==> src/rtl/sum_unmask_decoder_pkg.sv <==
// Shared types and the unmask helper for the masked-adder link receiver.
// Latency: n/a (types and a pure function only).
// Backpressure: n/a.
//
// Contents: state_t (decoder FSM states), PH_MASKED (phase whose mask is
// all-ones), unmask() (recovers b from a and the masked sum).
package sum_unmask_pkg;

    typedef enum logic {
        WAIT_SYNC = 1'b0,
        RUN       = 1'b1
    } state_t;

    // Phase in which the transmitter adds an all-ones mask (i.e. subtracts 1).
    localparam logic PH_MASKED = 1'b0;

    // sum = a + b + mask, with mask = -1 in the masked phase and 0 otherwise,
    // so b = sum - a + 1 or b = sum - a. Evaluated at 32 bits; the caller
    // truncates to its data width, which keeps the result correct mod 2^W.
    function automatic logic [31:0] unmask(input logic [31:0] a,
                                           input logic [31:0] sum,
                                           input logic        phase);
        unmask = sum - a + ((phase == PH_MASKED) ? 32'd1 : 32'd0);
    endfunction

endpackage

==> src/rtl/sum_unmask_decoder_fifo2.sv <==
// Two-entry FIFO with occupancy count; output holds last popped word when empty.
// Latency: a word pushed into an empty FIFO is visible on o_dat the next cycle.
// Backpressure: pushes are ignored when full, pops ignored when empty; caller gates with o_cnt.
//
// Ports: clk/rst_n (sync active-low), i_push/i_dat write side, i_pop read side,
// o_dat head word (or last popped word when empty), o_vld non-empty, o_cnt occupancy 0..2.
module fifo2 #(
    parameter int DW = 5
) (
    input  logic          clk,
    input  logic          rst_n,
    input  logic          i_push,
    input  logic [DW-1:0] i_dat,
    input  logic          i_pop,
    output logic [DW-1:0] o_dat,
    output logic          o_vld,
    output logic [1:0]    o_cnt
);

    logic [DW-1:0] r_mem [0:1];
    logic [DW-1:0] r_last;
    logic          r_wr_ptr;
    logic          r_rd_ptr;
    logic [1:0]    r_cnt;

    logic w_push;
    logic w_pop;

    assign w_push = i_push && (r_cnt != 2'd2);
    assign w_pop  = i_pop  && (r_cnt != 2'd0);

    always_ff @(posedge clk) begin
        if (!rst_n) begin
            r_mem[0] <= '0;
            r_mem[1] <= '0;
            r_last   <= '0;
            r_wr_ptr <= 1'b0;
            r_rd_ptr <= 1'b0;
            r_cnt    <= 2'd0;
        end else begin
            if (w_push) begin
                r_mem[r_wr_ptr] <= i_dat;
                r_wr_ptr        <= ~r_wr_ptr;
            end
            if (w_pop) begin
                // Remember the word leaving so the output holds it once empty.
                r_last   <= r_mem[r_rd_ptr];
                r_rd_ptr <= ~r_rd_ptr;
            end
            r_cnt <= r_cnt + {1'b0, w_push} - {1'b0, w_pop};
        end
    end

    assign o_dat = (r_cnt == 2'd0) ? r_last : r_mem[r_rd_ptr];
    assign o_vld = (r_cnt != 2'd0);
    assign o_cnt = r_cnt;

endmodule

==> src/rtl/sum_unmask_decoder.sv <==
// Masked-adder link receiver: tracks the transmitter phase and recovers b = f(a, sum, phase).
// Latency: accepted beat appears on out_b the next cycle when the buffer is empty.
// Backpressure: 2-entry buffer; in_ready drops at 2 entries, from registered state only.
//
// Ports: clk, rst_n (sync active-low); sync_i phase realign; in_valid/in_ready/in_a/in_sum
// input stream; out_valid/out_ready/out_b/out_phase output stream; beat_cnt accepted beats.
module sum_unmask_decoder
    import sum_unmask_pkg::*;
#(
    parameter int W     = 4,
    parameter int CNT_W = 8
) (
    input  logic             clk,
    input  logic             rst_n,
    input  logic             sync_i,
    input  logic             in_valid,
    output logic             in_ready,
    input  logic [W-1:0]     in_a,
    input  logic [W-1:0]     in_sum,
    output logic             out_valid,
    input  logic             out_ready,
    output logic [W-1:0]     out_b,
    output logic             out_phase,
    output logic [CNT_W-1:0] beat_cnt
);

    state_t            r_state;
    state_t            w_state_nxt;
    logic              r_phase;
    logic              w_phase_nxt;
    logic [CNT_W-1:0]  r_beat_cnt;

    logic              w_accept;
    logic              w_eff_phase;
    logic [W-1:0]      w_b;
    logic [W:0]        w_head;
    logic [1:0]        w_cnt;

    // A sync in the same cycle as a beat realigns that very beat to the masked phase.
    assign w_eff_phase = sync_i ? PH_MASKED : r_phase;
    assign w_accept    = in_valid && in_ready;
    assign w_b         = W'(unmask(32'(in_a), 32'(in_sum), w_eff_phase));

    always_ff @(posedge clk) begin
        if (!rst_n) begin
            r_state    <= WAIT_SYNC;
            r_phase    <= PH_MASKED;
            r_beat_cnt <= '0;
        end else begin
            r_state    <= w_state_nxt;
            r_phase    <= w_phase_nxt;
            if (w_accept) begin
                r_beat_cnt <= r_beat_cnt + 1'b1;
            end
        end
    end

    always_comb begin
        w_state_nxt = r_state;
        w_phase_nxt = r_phase;
        in_ready    = 1'b0;
        case (r_state)
            WAIT_SYNC: begin
                // Phase is parked at the masked phase until the link is aligned.
                w_phase_nxt = PH_MASKED;
                if (sync_i) begin
                    w_state_nxt = RUN;
                end
            end
            RUN: begin
                in_ready = (w_cnt < 2'd2);
                if (w_accept) begin
                    w_phase_nxt = ~w_eff_phase;
                end else if (sync_i) begin
                    w_phase_nxt = PH_MASKED;
                end
            end
            default: begin
                w_state_nxt = WAIT_SYNC;
            end
        endcase
    end

    fifo2 #(
        .DW (W + 1)
    ) u_fifo (
        .clk    (clk),
        .rst_n  (rst_n),
        .i_push (w_accept),
        .i_dat  ({w_eff_phase, w_b}),
        .i_pop  (out_ready),
        .o_dat  (w_head),
        .o_vld  (out_valid),
        .o_cnt  (w_cnt)
    );

    assign out_b     = w_head[W-1:0];
    assign out_phase = w_head[W];
    assign beat_cnt  = r_beat_cnt;

endmodule

==> config.mk <==
export PLATFORM = sky130hd
export DESIGN_NAME = sum_unmask_decoder
export DESIGN_NICKNAME = d
export VERILOG_FILES = /design/src/rtl/sum_unmask_decoder_pkg.sv /design/src/rtl/sum_unmask_decoder_fifo2.sv /design/src/rtl/sum_unmask_decoder.sv
export SDC_FILE = /design/constraint.sdc
export NUM_CORES = 1
export LEC_CHECK = 0
export CORE_MARGIN = 2
export CORE_UTILIZATION = 50
export DETAILED_ROUTE_END_ITERATION = 12
export GPL_TIMING_DRIVEN = 1
export PLACE_DENSITY = 0.83
export SETUP_SLACK_MARGIN = 0.15
export SLEW_MARGIN = 0
export SYNTH_ARGS = -nofsm -noshare
export SYNTH_HDL_FRONTEND = slang
export SYNTH_SLANG_ARGS = --single-unit
==> constraint.sdc <==
create_clock -name clk -period 2.1 [get_ports clk]
set_clock_uncertainty 0.2 [all_clocks]
set_input_delay 0.315 -clock clk [delete_from_list [all_inputs] [get_ports clk]]
set_output_delay 0.315 -clock clk [all_outputs]
set_load 0.05 [all_outputs]
==> results.md, run 1 <==
- Critical Path Sink: u_fifo.r_mem[1][2]
- Total CTS buffers: 5
- Net Sw Power: 892 uW
- Worst vdd ir: 1.44 mV
- Nets: 207
- Final period util: 0.917
- Unrepaired setup endpoints after global routing: yes
- Sequential share of power: 0.311
- Power, Total: 2.36 mW
- Post-Syn Nets: 168
- Predominant post-synthesis flop cell: dfxtp_1
- Row count: 19
- Fin crit period: 1.93 ns
- Largest net degree at the start of global routing: 19
- DIE AREA: 3340 um2
- Switching Share: 0.378
- Number of diodes: 0
- Layout fillers: 204
- Ratio of cells with drive above 1 in the final layout: 0.226
- Syn_area_per_cell: 9.91 um2
- Run status: finished, final reports clean
- Antenna violations before repair: 0
- CTS sink count: 30
- Post-CTS Hold Fix Bufs: 0
- CTS tree: built
- Routed vias: roughly 1,100
- Critical Path RT: slightly below 2 ns
- Placed cells: 209
- Clock Power Share: 0.188
- Clock latency on the worst-skew pair: 0.32 ns
- RePlAce Congestion: 0.746
- Post-DP Area: 1880 um2
- Hold depth: 4
- Initial core utilization: 0.525
- EDFF count, synth: 10
- Die Height: 57.8 um
- Drt pass-1 iters: 4
- Pleak: 0.829 nW
- Wire per inst: 12.8 um
- Mapped Cells: 146
- Hold Violations, Final: 0
- Max Freq: 519 MHz
- Crit path launch type: input pin
- Die X: 57.8 um
- Setup ws final: 0.175 ns
- CP Max Fanout: 2
- Root Driver: clkbuf_4
- Final Cell Area: 1990 um2
- R2R Setup Slk: 0.24 ns
- Crit path DAT: 1.81 ns
- Overall Global Routing Usage: 0.187
- Reg clk slew, reported paths: ~0.10 ns
- Total Wirelength: 2.77 mm
- Final Max Slew Viols: 0
- #FFs+latches synth: 30
- Final cell count without fillers: 217
- Pint: 1.47 mW
- Logic pwr share: 0.501
- Drt via density: 5.27
- Placeable Area: roughly 2800 um2
- Dpl hpwl: 2.16 mm
- Area delta synth->final: 37.5%
- Syn. warnings: 0
- Worst slew pin tran: between 0.4 and 0.5 ns
- Setup-failing EPs final: 0
- First-pass GRT wire length: 4.75 mm
- Hold WC Path Type: input pin to flop
- 1st-iter DRT viols: 28
- DRC: 0
- Rel. slew slack: 0.674
- Vias in the first global route: 1,147
- Port buffer count: 27
- H-tree depth: 2
- Routed Antenna Nets: 0
- Synthesized cell area: 1450 um2
- Kind of critical path: input pin to flop
- CP Capture Type: flop
- Pre-CTS setup slack: -0.253 ns
- CP startpoint: in_a[1]
- Pwr/cell area: 1190 nW/um2
- Reg2reg path depth: 6
- R2r startpoint: r_phase
- CTS Buffer Depth: 2
- Reg area: 703 um2
- Worst reg2reg endpoint: u_fifo.r_mem[0][1]
- Max Cap Viol: 0
- Seq/Total Area, Yosys: 0.484
- Synth unique cells: 32
- I/O pin cnt: 28
- Grt total ovfl: 0
- Ys async rst share: 0
- Footprint of the multi-input gates: about 740 um2
-- through the flow --
step / hold slack [ns] / utilization / setup TNS (ns)
floorplan: 0.236 / - / 0
global placement: 0.264 / 0.681 / -0.949
detailed placement: 0.279 / 0.681 / -1.35
CTS: 0.289 / 0.711 / 0
global route: 0.206 / 0.721 / 0
finish: 0.169 / 0.721 / 0
-- per-layer routing --
layer,track usage,vias up,share of wire
met2,0.321,21,0.51
met5,0,-,0
met3,0.0536,5,0.034
met1,0.215,532,0.45
met4,0.0864,0,0.012
li1,-,586,-
-- power groups by stage --
stage | Clock, mW | Sequential [mW] | Combinational, mW
2_1_floorplan | 0 | 0.726 | 0.693
4_1_cts | 0.455 | 0.733 | 1.18
6_report | 0.444 | 0.734 | 1.18
5_1_grt | 0.483 | 0.744 | 1.25
3_5_place_dp | 0 | 0.740 | 1.16
3_3_place_gp | 0 | 0.735 | 1.14
-- sequential cells by signal, indices dropped and copies added (netlist names), named ones only --
name             cells
beat_cnt             8
u_fifo.r_wr_ptr      1
u_fifo.r_mem        10
r_state              1
u_fifo.r_rd_ptr      1
u_fifo.r_last        5
r_phase              1
u_fifo.o_cnt         2
-- what timing repair did --
item / CTS / global route
endpoints found under the setup margin: 17 / 8
pin swaps: 1 / 3
resized for setup: 14 / 6
buffers inserted: 0 / 0
-- synthesized netlist by cell type, types with 3 or more instances --
master,count,area [um2]
a211oi_1,5,37.5
dfxtp_1,20,400
a21oi_1,14,70.1
nand3_1,4,20.0
o21ai_0,4,20.0
xnor2_1,7,61.3
edfxtp_1,10,300
ha_1,8,100
nand2_1,6,22.5
or3_1,4,25.0
mux2i_1,5,50.1
nor2_1,26,97.6
inv_1,7,26.3
clkbuf_1,3,11.3
-- layout by cell type (no fill, tap or decap), types with 2 or more instances in the layout --
cell             Yosys  layout
ha_1                 8       6
mux2i_1              5       3
nand2_1              6       6
a211oi_1             5       5
a21oi_2              0       6
nand4_1              2       2
o31ai_1              2       2
buf_12               0       6
edfxtp_1            10      10
clkinv_2             0       2
dfxtp_1             20      18
xor2_1               2       2
clkbuf_4             0       5
clkdlybuf4s50_1      0      11
mux2i_2              0       2
buf_4                0      11
o21ai_0              4       4
inv_1                7       7
or3_1                4       4
xnor2_1              7       7
a21oi_1             14       8
or4_1                2       2
dlygate4sd2_1        0       8
dfxtp_2              0       2
nor2_1              26      25
nand3_1              4       4
-- cell type report --
type                       count  share of cell area
tap                           31              0.0195
clock inverter                 3              0.0201
sequential                    30               0.354
inverter                       8              0.0151
timing repair buffer          37               0.199
multi-input combinational    103               0.374
clock buffer                   5              0.0189
-- cell families (layout without fill, tap and decap cells) --
group / after synthesis / after routing / share of synthesized area
AND/OR/NAND/NOR: 52 / 52 / 0.179
flip-flops: 30 / 30 / 0.484
AO/OA/AOI/OAI: 27 / 27 / 0.109
buffers and inverters: 13 / 53 / 0.0398
XOR/XNOR: 10 / 10 / 0.0701
adder cells (fa/ha/maj): 9 / 9 / 0.0830
multiplexers: 5 / 5 / 0.0346
-- worst min path at each step --
stage | from | end
after CTS | beat_cnt[7] | beat_cnt[7]
after global placement | beat_cnt[7] | beat_cnt[7]
after global routing | sync_i | r_state
after detailed placement | beat_cnt[7] | beat_cnt[7]
final | sync_i | r_state
after floorplan | sync_i | r_state
-- critical path, cell delays in order --
cell and delay [ns]:
clkdlybuf4s50_1 0.46, inv_1 0.05, ha_1 0.33, fa_2 0.40, xnor2_1 0.20, nor2_1 0.06
Power figures use the tool's default switching activity.
==> inputs of run 2 (changes only) <==
CORE_MARGIN = 8   (was 2)
==> results.md, run 2 (synthesis gave the netlist of run 1 again) <==
- Run status: finished, final reports clean
- First-pass GRT wire length: 4.82 mm (+1.3%)
- CP Max Fanout: 3 (+1)
- Drt via density: 5.33 (+1.2%)
- Most common cell after layout, fill and taps aside: nor2_1
- Number of flip-flops in the largest register: 10 (unchanged)
- Unrepaired setup endpoints after global routing: no
- Switching Share: 0.394 (+0.0156)
- R2r startpoint: r_phase
- 1st-iter DRT viols: 61 (+120%)
- Port buffer count: 27 (unchanged)
- Net Sw Power: 874 uW (-2.1%)
- Crit path DAT: 1.78 ns (-0.03 ns)
- H-tree depth: 2 (unchanged)
- Hold depth: 4 (unchanged)
- Dpl hpwl: 2.23 mm (+3.5%)
- DRC: 0 (unchanged)
- Root Driver: clkbuf_4
- CTS Buffer Depth: 2 (unchanged)
- Pwr/cell area: 1130 nW/um2 (-4.5%)
- Row count: 19 (unchanged)
- RePlAce Congestion: 0.775 (+3.9%)
- Ratio of cells with drive above 1 in the final layout: 0.222 (-0.00418)
- DIE AREA: 4870 um2 (+46%)
- CP Capture Type: flop
- Logic pwr share: 0.531 (+0.030)
- Hold WC Path Type: input pin to flop
- Grt total ovfl: 0 (unchanged)
- Worst vdd ir: 1.24 mV (-14%)
- Post-CTS Hold Fix Bufs: 0 (unchanged)
- Wire per inst: 13.1 um (+2.5%)
- Setup-failing EPs final: 0 (unchanged)
- Area delta synth->final: 35.3%
- Number of diodes: 0 (unchanged)
- Final sum of negative setup slack: 0 ns (unchanged)
- Clock Power Share: 0.139 (-0.049)
- Crit path launch type: input pin
- Total Wirelength: 2.83 mm (+2.1%)
- R2R Setup Slk: 0.26 ns (+0.02 ns)
- Antenna violations before repair: 0 (unchanged)
- Total CTS buffers: 5 (unchanged)
- Largest net degree at the start of global routing: 19 (unchanged)
- Final period util: 0.905 (-0.0121)
- Reg2reg path depth: 6 (unchanged)
- Routed vias: 1,152 (+0.70%)
- Register with the most flip-flops: u_fifo.r_mem
- Die Height: 69.8 um (+21%)
- Pleak: 0.807 nW (-2.7%)
- Routed Antenna Nets: 0 (unchanged)
- Fin util: 0.710 (-0.0113)
- Hold Path End: r_state
- Nets: 206 (-0.48%)
- Max Cap Viol: 0 (unchanged)
- Layout fillers: 214 (+4.9%)
- Pint: 1.35 mW (-8.3%)
- Fin crit period: 1.90 ns (-0.0254 ns)
- Clock latency on the worst-skew pair: 0.32 ns (about the same)
- Most frequent cells in the layout: nor2_1, dfxtp_1, buf_4
- Placeable Area: 2760 um2 (unchanged)
- I/O pin cnt: 28 (unchanged)
- Reg clk slew, reported paths: 0.09 ns (about the same)
- Worst slew pin tran: 0.493 ns (+0.00207 ns)
- Rel. slew slack: 0.673 (-0.00137)
- Critical Path RT: 1.98 ns (about the same)
- Drt pass-1 iters: 4 (unchanged)
- CTS tree: built
- Hold Startpoint: sync_i
- Kind of critical path: input pin to flop
- Vias in the first global route: 1,131 (-1.4%)
- Overall Global Routing Usage: 0.117 (-0.0698)
- CTS sink count: 30 (unchanged)
- Hold Violations, Final: 0 (unchanged)
- Final Max Slew Viols: 0 (unchanged)
- Initial core utilization: 0.525 (unchanged)
- Worst reg2reg endpoint: u_fifo.r_mem[1][1]
- Die X: 69.8 um (+21%)
- Max Freq: 526 MHz (+1.3%)
- Sequential share of power: 0.330 (+0.019)
run 2: cell types whose count changed in the layout (fill, tap and decap cells not counted), sizes merged:
| cell | before | now |
|---|---|---|
| clkbuf | 5 | 6 |
| bufinv | 1 | 0 |
| dlygate4sd2 | 8 | 6 |
| buf | 17 | 18 |
run 2: layout make-up:
| cell class | count | area [um2] | share of cell area |
|---|---|---|---|
| clock inverter | 2 | 8.76 | 0.00448 |
| timing repair buffer | 36 | 385 | 0.197 |
| sequential | 30 | 703 | 0.359 |
| clock buffer | 6 | 41.3 | 0.0211 |
| tap | 31 | 38.8 | 0.0198 |
| multi-input combinational | 103 | 749 | 0.383 |
| inverter | 8 | 30.0 | 0.0153 |
run 2: per-layer routing:
metal | vias to the layer above | GRT usage | routed length (um)
met5 | - | 0 | 0
met4 | 0 | 0.0647 | 53
met3 | 5 | 0.0415 | 117
met2 | 22 | 0.199 | 1430
met1 | 540 | 0.123 | 1230
li1 | 585 | - | -
run 2: per-stage QoR:
step	total power [mW]	area (um2)	setup slack, ns	instances	hold WS [ns]
after floorplan	1.42	1470	0.0689	146	0.236
after global placement	1.88	1870	-0.179	208	0.262
after detailed placement	1.90	1870	-0.272	208	0.287
after CTS	2.23	1930	0.160	216	0.296
after global routing	2.34	1960	0.151	216	0.249
final	2.22	1960	0.200	216	0.205
run 2: power groups by stage:
stage	combinational (mW)	clock [mW]	sequential [mW]
floorplan	0.693	0	0.726
global placement	1.14	0	0.735
detailed placement	1.16	0	0.740
CTS	1.18	0.318	0.733
global route	1.25	0.344	0.742
finish	1.18	0.309	0.733
run 2: critical path, cell delays in order:
cell	delay (ns)
clkdlybuf4s50_1	0.45
inv_1	0.04
ha_1	0.32
ha_4	0.27
a21oi_2	0.16
a21o_1	0.15
a21oi_1	0.07
run 2: worst max-delay path by stage:
stage               cells past startpoint            endpoint            start  slack (ns)
floorplan                               3            out_b[0]  u_fifo.o_cnt[1]        0.07
global placement                        7  u_fifo.r_mem[0][2]           sync_i       -0.18
detailed placement                      7  u_fifo.r_mem[0][2]           sync_i       -0.27
CTS                                     7  u_fifo.r_mem[0][1]           sync_i        0.16
global route                            6  u_fifo.r_mem[0][1]          r_phase        0.15
finish                                  7  u_fifo.r_mem[0][3]          in_a[2]        0.20
run 2: what timing repair did:
item,CTS,global route
resized for setup,15,4
pin swaps,3,3
setup endpoints to repair,17,6
buffers inserted,0,0
==> RTL edit 1 (flow settings as in run 2) <==
Set the parameter `CNT_W` to 6 (it was 8).
--- a/src/rtl/sum_unmask_decoder.sv
+++ b/src/rtl/sum_unmask_decoder.sv
@@ -9,5 +9,5 @@
 #(
     parameter int W     = 4,
-    parameter int CNT_W = 8
+    parameter int CNT_W = 6
 ) (
     input  logic             clk,
Interface: changed (resized beat_cnt); port bits go from 28 to 26. The function was not compared with the original's and may differ.
==> RTL edit 1 against run 2 <==
  * Global-route usage up 2.1 points
  * Critical path depth did not move
  * Sequential power increased by 1%
  * Final area down 3.8%
  * Non-clock buffer count decreased by 1
  * Critical endpoint is now u_fifo.r_mem[1][3]$_SDFFCE_PN0P_
  * Area after synthesis fell by 6.5%
  * Largest power group unchanged
  * Total power rose by 11%
  * Clock power up 3%
  * Wire length rose by 6.2%
  * Worst setup slack lost 4.5 ps
  * First-iteration DRC count decreased by 9.8%
  * Sequential cell count decreased by 2
  * Sequential share of layout area down 0.72 points
==> RTL edit 1: results (changes against run 2) <==
| Metric | Value |
|---|---|
| Via density | 5.41 (+1.4%) |
| Max Used Layer | met4 |
| Largest net degree at the start of global routing | 17 (-2) |
| Number of global-route vias before repair | 1110 (-1.9%) |
| Worst path max stage delay | 480 ps (+30 ps) |
| Ys Warns | 0 (unchanged) |
| Met3 usage | 2.29% (-1.9 points) |
| Final #Nets | 194 (-5.8%) |
| Worst-Skew Late Latency | 350 ps (+30 ps) |
| Reg clk slew, reported paths | 150 ps (+60 ps) |
| DP HPWL | 2270 um (+1.8%) |
| Crit path max fanout | 3 (unchanged) |
| M1 GR Usage | 13.7% (+1.4 points) |
| DP Worst Slack | -291 ps (-19.7 ps) |
| Worst vdd rail ir drop | 1440 uV (+16%) |
| Top post-synthesis cells by count | nor2_1, dfxtp_1, a21oi_1 |
| Hold WC Path Type | in2reg |
| Met2 Wirelength | 1550 um (+8.3%) |
| Data arrival, critical path | 1820 ps (+40 ps) |
| Register area share after synthesis | 48.8% (+0.40 points) |
| Async set-reset flop share out of synthesis | 0% (unchanged) |
| Outcome | complete, no violations |
| Share of cells above drive strength 1 | 24.0% (+1.8 points) |
| Leakage power | 0.000799 uW (-1.0%) |
| Setup bufs post-CTS | 0 (unchanged) |
| Wire length of the first global-routing pass | 4840 um (+0.56%) |
| Top_reg_cell synth | dfxtp_1 |
| Wire per inst | 14.9 um (+14%) |
| Number of synthesized flops with an enable pin | 10 (unchanged) |
| Met2 GRT Util | 26.5% (+6.6 points) |
| GPL Wtd Cong | 0.730 (-5.8%) |
| M1 wire length | 1230 um (+0.16%) |
| Pre-Repair DR Iteration Count | 4 (unchanged) |
| Syn_nets | 157 (-6.5%) |
| CP delay by family, top | adder cells |
| Most flops, register | u_fifo.r_mem |
| CTS resizes | 10 (-5) |
| Initial antenna violation count | 0 (unchanged) |
| Top cells by area, synth | dfxtp_1, edfxtp_1, ha_1 |
| Max stage delay cell, worst path | clkdlybuf4s50_1 |
| Total CTS buffers | 3 (-2) |
| Met3 wire length | 133 um (+14%) |
| Port Buffers | 25 (-7.4%) |
| H-tree levels | 1 (-1) |
| Clock root cell | clkbuf_4 |
| N_diodes | 0 (unchanged) |
| Largest register FFs | 10 (unchanged) |
| Least-Margin Pin Slew | 497 ps (+4.18 ps) |
| Initial DRC count | 55 (-9.8%) |
| Gr usage total | 13.9% (+2.1 points) |
| Yosys cell types | 33 (+3.1%) |
| Worst-case clock buffer depth | 2 (unchanged) |
## RTL edit 1: cell count changes after synthesis, sizes merged, moves of 2 or more
cell,change
dfxtp,-2
o21ai,-2
or3,-2
a21oi,-3
xnor2,-2
## RTL edit 1: power by group
| part | leakage, uW | internal (uW) | switching [uW] |
|---|---|---|---|
| sequential | 0.000252 | 657 | 84.7 |
| clock | 0.0000261 | 146 | 173 |
| combinational | 0.000521 | 651 | 753 |
## RTL edit 1: cell families (layout without fill, tap and decap cells)
logic type / Yosys count / after routing / share of synthesized area (%)
multiplexers: 6 / 6 / 4.44
AO/OA/AOI/OAI: 21 / 21 / 9.25
flip-flops: 28 / 28 / 48.8
AND/OR/NAND/NOR: 50 / 51 / 18.3
adder cells (fa/ha/maj): 9 / 9 / 8.88
buffers and inverters: 12 / 47 / 3.42
XOR/XNOR: 9 / 9 / 6.85
## RTL edit 1: layout make-up
cell class,instances,area [um^2]
inverter,8,30.0
multi-input combinational,96,727
sequential,28,663
timing repair buffer,35,377
fill,200,779
clock buffer,4,47.5
tap,31,38.8
## RTL edit 1: stage by stage
step                std cells  cell area [um^2]
floorplan                 135              1370
CTS                       200              1820
detailed placement        196              1770
global placement          196              1770
finish                    202              1880
global route              202              1880
## RTL edit 1: path summary, 6_finish.rpt
path | start | endpoint | slack [ps] | cells after the start
min | sync_i | r_state$_SDFF_PN0_ | 50 | 3
min reg2reg | beat_cnt[1]$_SDFFE_PN0P_ | beat_cnt[1]$_SDFFE_PN0P_ | 310 | 2
max | in_a[2] | u_fifo.r_mem[1][3]$_SDFFCE_PN0P_ | 200 | 7
max reg2reg | r_phase$_SDFF_PN0_ | u_fifo.r_mem[0][2]$_SDFFCE_PN0P_ | 260 | 6
==> RTL edit 2 (flow settings as in run 2) <==
Without the edit above. Make the reset (`rst_n`) asynchronous in 2 clocked blocks.
--- a/src/rtl/sum_unmask_decoder_fifo2.sv
+++ b/src/rtl/sum_unmask_decoder_fifo2.sv
@@ -30,5 +30,5 @@
     assign w_pop  = i_pop  && (r_cnt != 2'd0);
 
-    always_ff @(posedge clk) begin
+    always_ff @(posedge clk or negedge rst_n) begin
         if (!rst_n) begin
             r_mem[0] <= '0;
--- a/src/rtl/sum_unmask_decoder.sv
+++ b/src/rtl/sum_unmask_decoder.sv
@@ -42,5 +42,5 @@
     assign w_b         = W'(unmask(32'(in_a), 32'(in_sum), w_eff_phase));
 
-    always_ff @(posedge clk) begin
+    always_ff @(posedge clk or negedge rst_n) begin
         if (!rst_n) begin
             r_state    <= WAIT_SYNC;
Check against the original RTL: differs if rst_n is asserted again (counterexample within 4 cycles, from zero or initial values and one cycle with rst_n low); with rst_n held inactive, the same outputs for 10 cycles.
==> RTL edit 2 against run 2 <==
  * Area after synthesis rose by 0.26%
  * Sequential cell count fell by 1
  * Register-to-register slack got worse by 160 ps
  * Worst setup slack got worse by 100 ps
  * Final area rose by 11%
  * Worst hold slack got worse by 31 ps
  * Synthesized cell count fell by 12%
  * Wire length rose by 10%
Power is not compared: it rests on default switching activity, and its combinational part moved more than twofold at a synthesized area within 25%.
==> RTL edit 2: results (changes against run 2) <==
| Metric | Value |
|---|---|
| Outcome | complete, no violations |
| GPL Wtd Cong | 0.772 (-0.35%) |
| Reg2reg start | r_phase$_DFF_PN0_ |
| Yosys cell types | 29 (-9.4%) |
| CTS resizes | 37 (+22) |
| Syn_nets | 151 (-10%) |
| Wire per inst | 15.6 um (+19%) |
| Worst hold slack | 174 ps (-30.8 ps) |
| Main combinational cell family by area after synthesis | simple AND/OR/NAND/NOR gates |
| Top_reg_cell synth | dfrtp_1 |
| Clock-cell share of area | 3.91% (+1.3 points) |
| Multi-input comb cells | 88 (-15%) |
| Async set-reset flop share out of synthesis | 100% (+100 points) |
| Port Buffers | 27 (unchanged) |
| Reg2reg end | u_fifo.r_mem[1]$_DFFE_PN0P_ |
| DP HPWL | 2120 um (-4.8%) |
| Share of cells above drive strength 1 | 39.9% (+18 points) |
| Hold WC Path Type | in2async |
| DP Worst Slack | -358 ps (-86.9 ps) |
| Data arrival, critical path | 2010 ps (+230 ps) |
| Post-Synth Adder-Cell Area | 9.15% (+0.84 points) |
| Area occupied by multi-input gates | 888 um^2 (+19%) |
| Max_slew headroom | 66.7% (-0.55 points) |
| Mux share of post-synthesis cell area | 8.89% (+5.4 points) |
| FMAX | 499 MHz (-5.2%) |
| Setup crit start kind | register |
| Number of global-route vias before repair | 1081 (-4.4%) |
| Gr usage total | 12.7% (+0.92 points) |
| Top cells by area, synth | dfrtp_1, xnor2_1, ha_1 |
| Max stage delay cell, worst path | fa_2 |
| Non-clock buffer share | 18.7% (-1.0 points) |
| Final #Nets | 190 (-7.8%) |
| Initial DRC count | 32 (-48%) |
| Register share of total power | between 20% and 30% |
| Fillcell total | 167 (-22%) |
| # clk buffers | 7 (+1) |
| Crit path max fanout | 2 (-1) |
| Via density | 5.25 (-1.5%) |
| Worst-case clock buffer depth | 2 (unchanged) |
| H-tree levels | 2 (unchanged) |
| Synth Area in Compound Gates | 5.69% (-5.2 points) |
| Setup slack, reg-to-reg | 100 ps (-160 ps) |
| Setup bufs post-CTS | 2 (+2) |
| Clock sink total | 29 (-3.3%) |
| Post-Synth XOR/XNOR Area | 9.66% (+2.7 points) |
| Nonclk buf count | 35 (-2.8%) |
-- RTL edit 2: changes by cell type after synthesis, sizes merged, moves of 5 or more --
cell | before | now
dfxtp | 20 | 0
a211oi | 5 | 0
nor2 | 26 | 9
xnor2 | 7 | 15
edfxtp | 10 | 0
mux2 | 0 | 6
a21oi | 14 | 8
dfrtp | 0 | 29
nand2 | 6 | 13
-- RTL edit 2: per-layer routing --
metal  vias up  global-route usage (%)  share of wire (%)
met2        24                    20.4                 52
met3         6                    3.95                3.4
met4         0                    6.03                1.8
met1       514                    14.9                 43
met5         -                       0                  0
li1        501                       -                  -
-- RTL edit 2: through the flow --
step                TNS [ps]  utilization, %  cell area [um^2]  cells
floorplan                  0               -              1490    128
global placement       -1500            67.6              1860    188
detailed placement     -1830            67.6              1860    188
CTS                        0            76.6              2110    198
global route               0            79.0              2180    199
finish                     0            79.0              2180    199
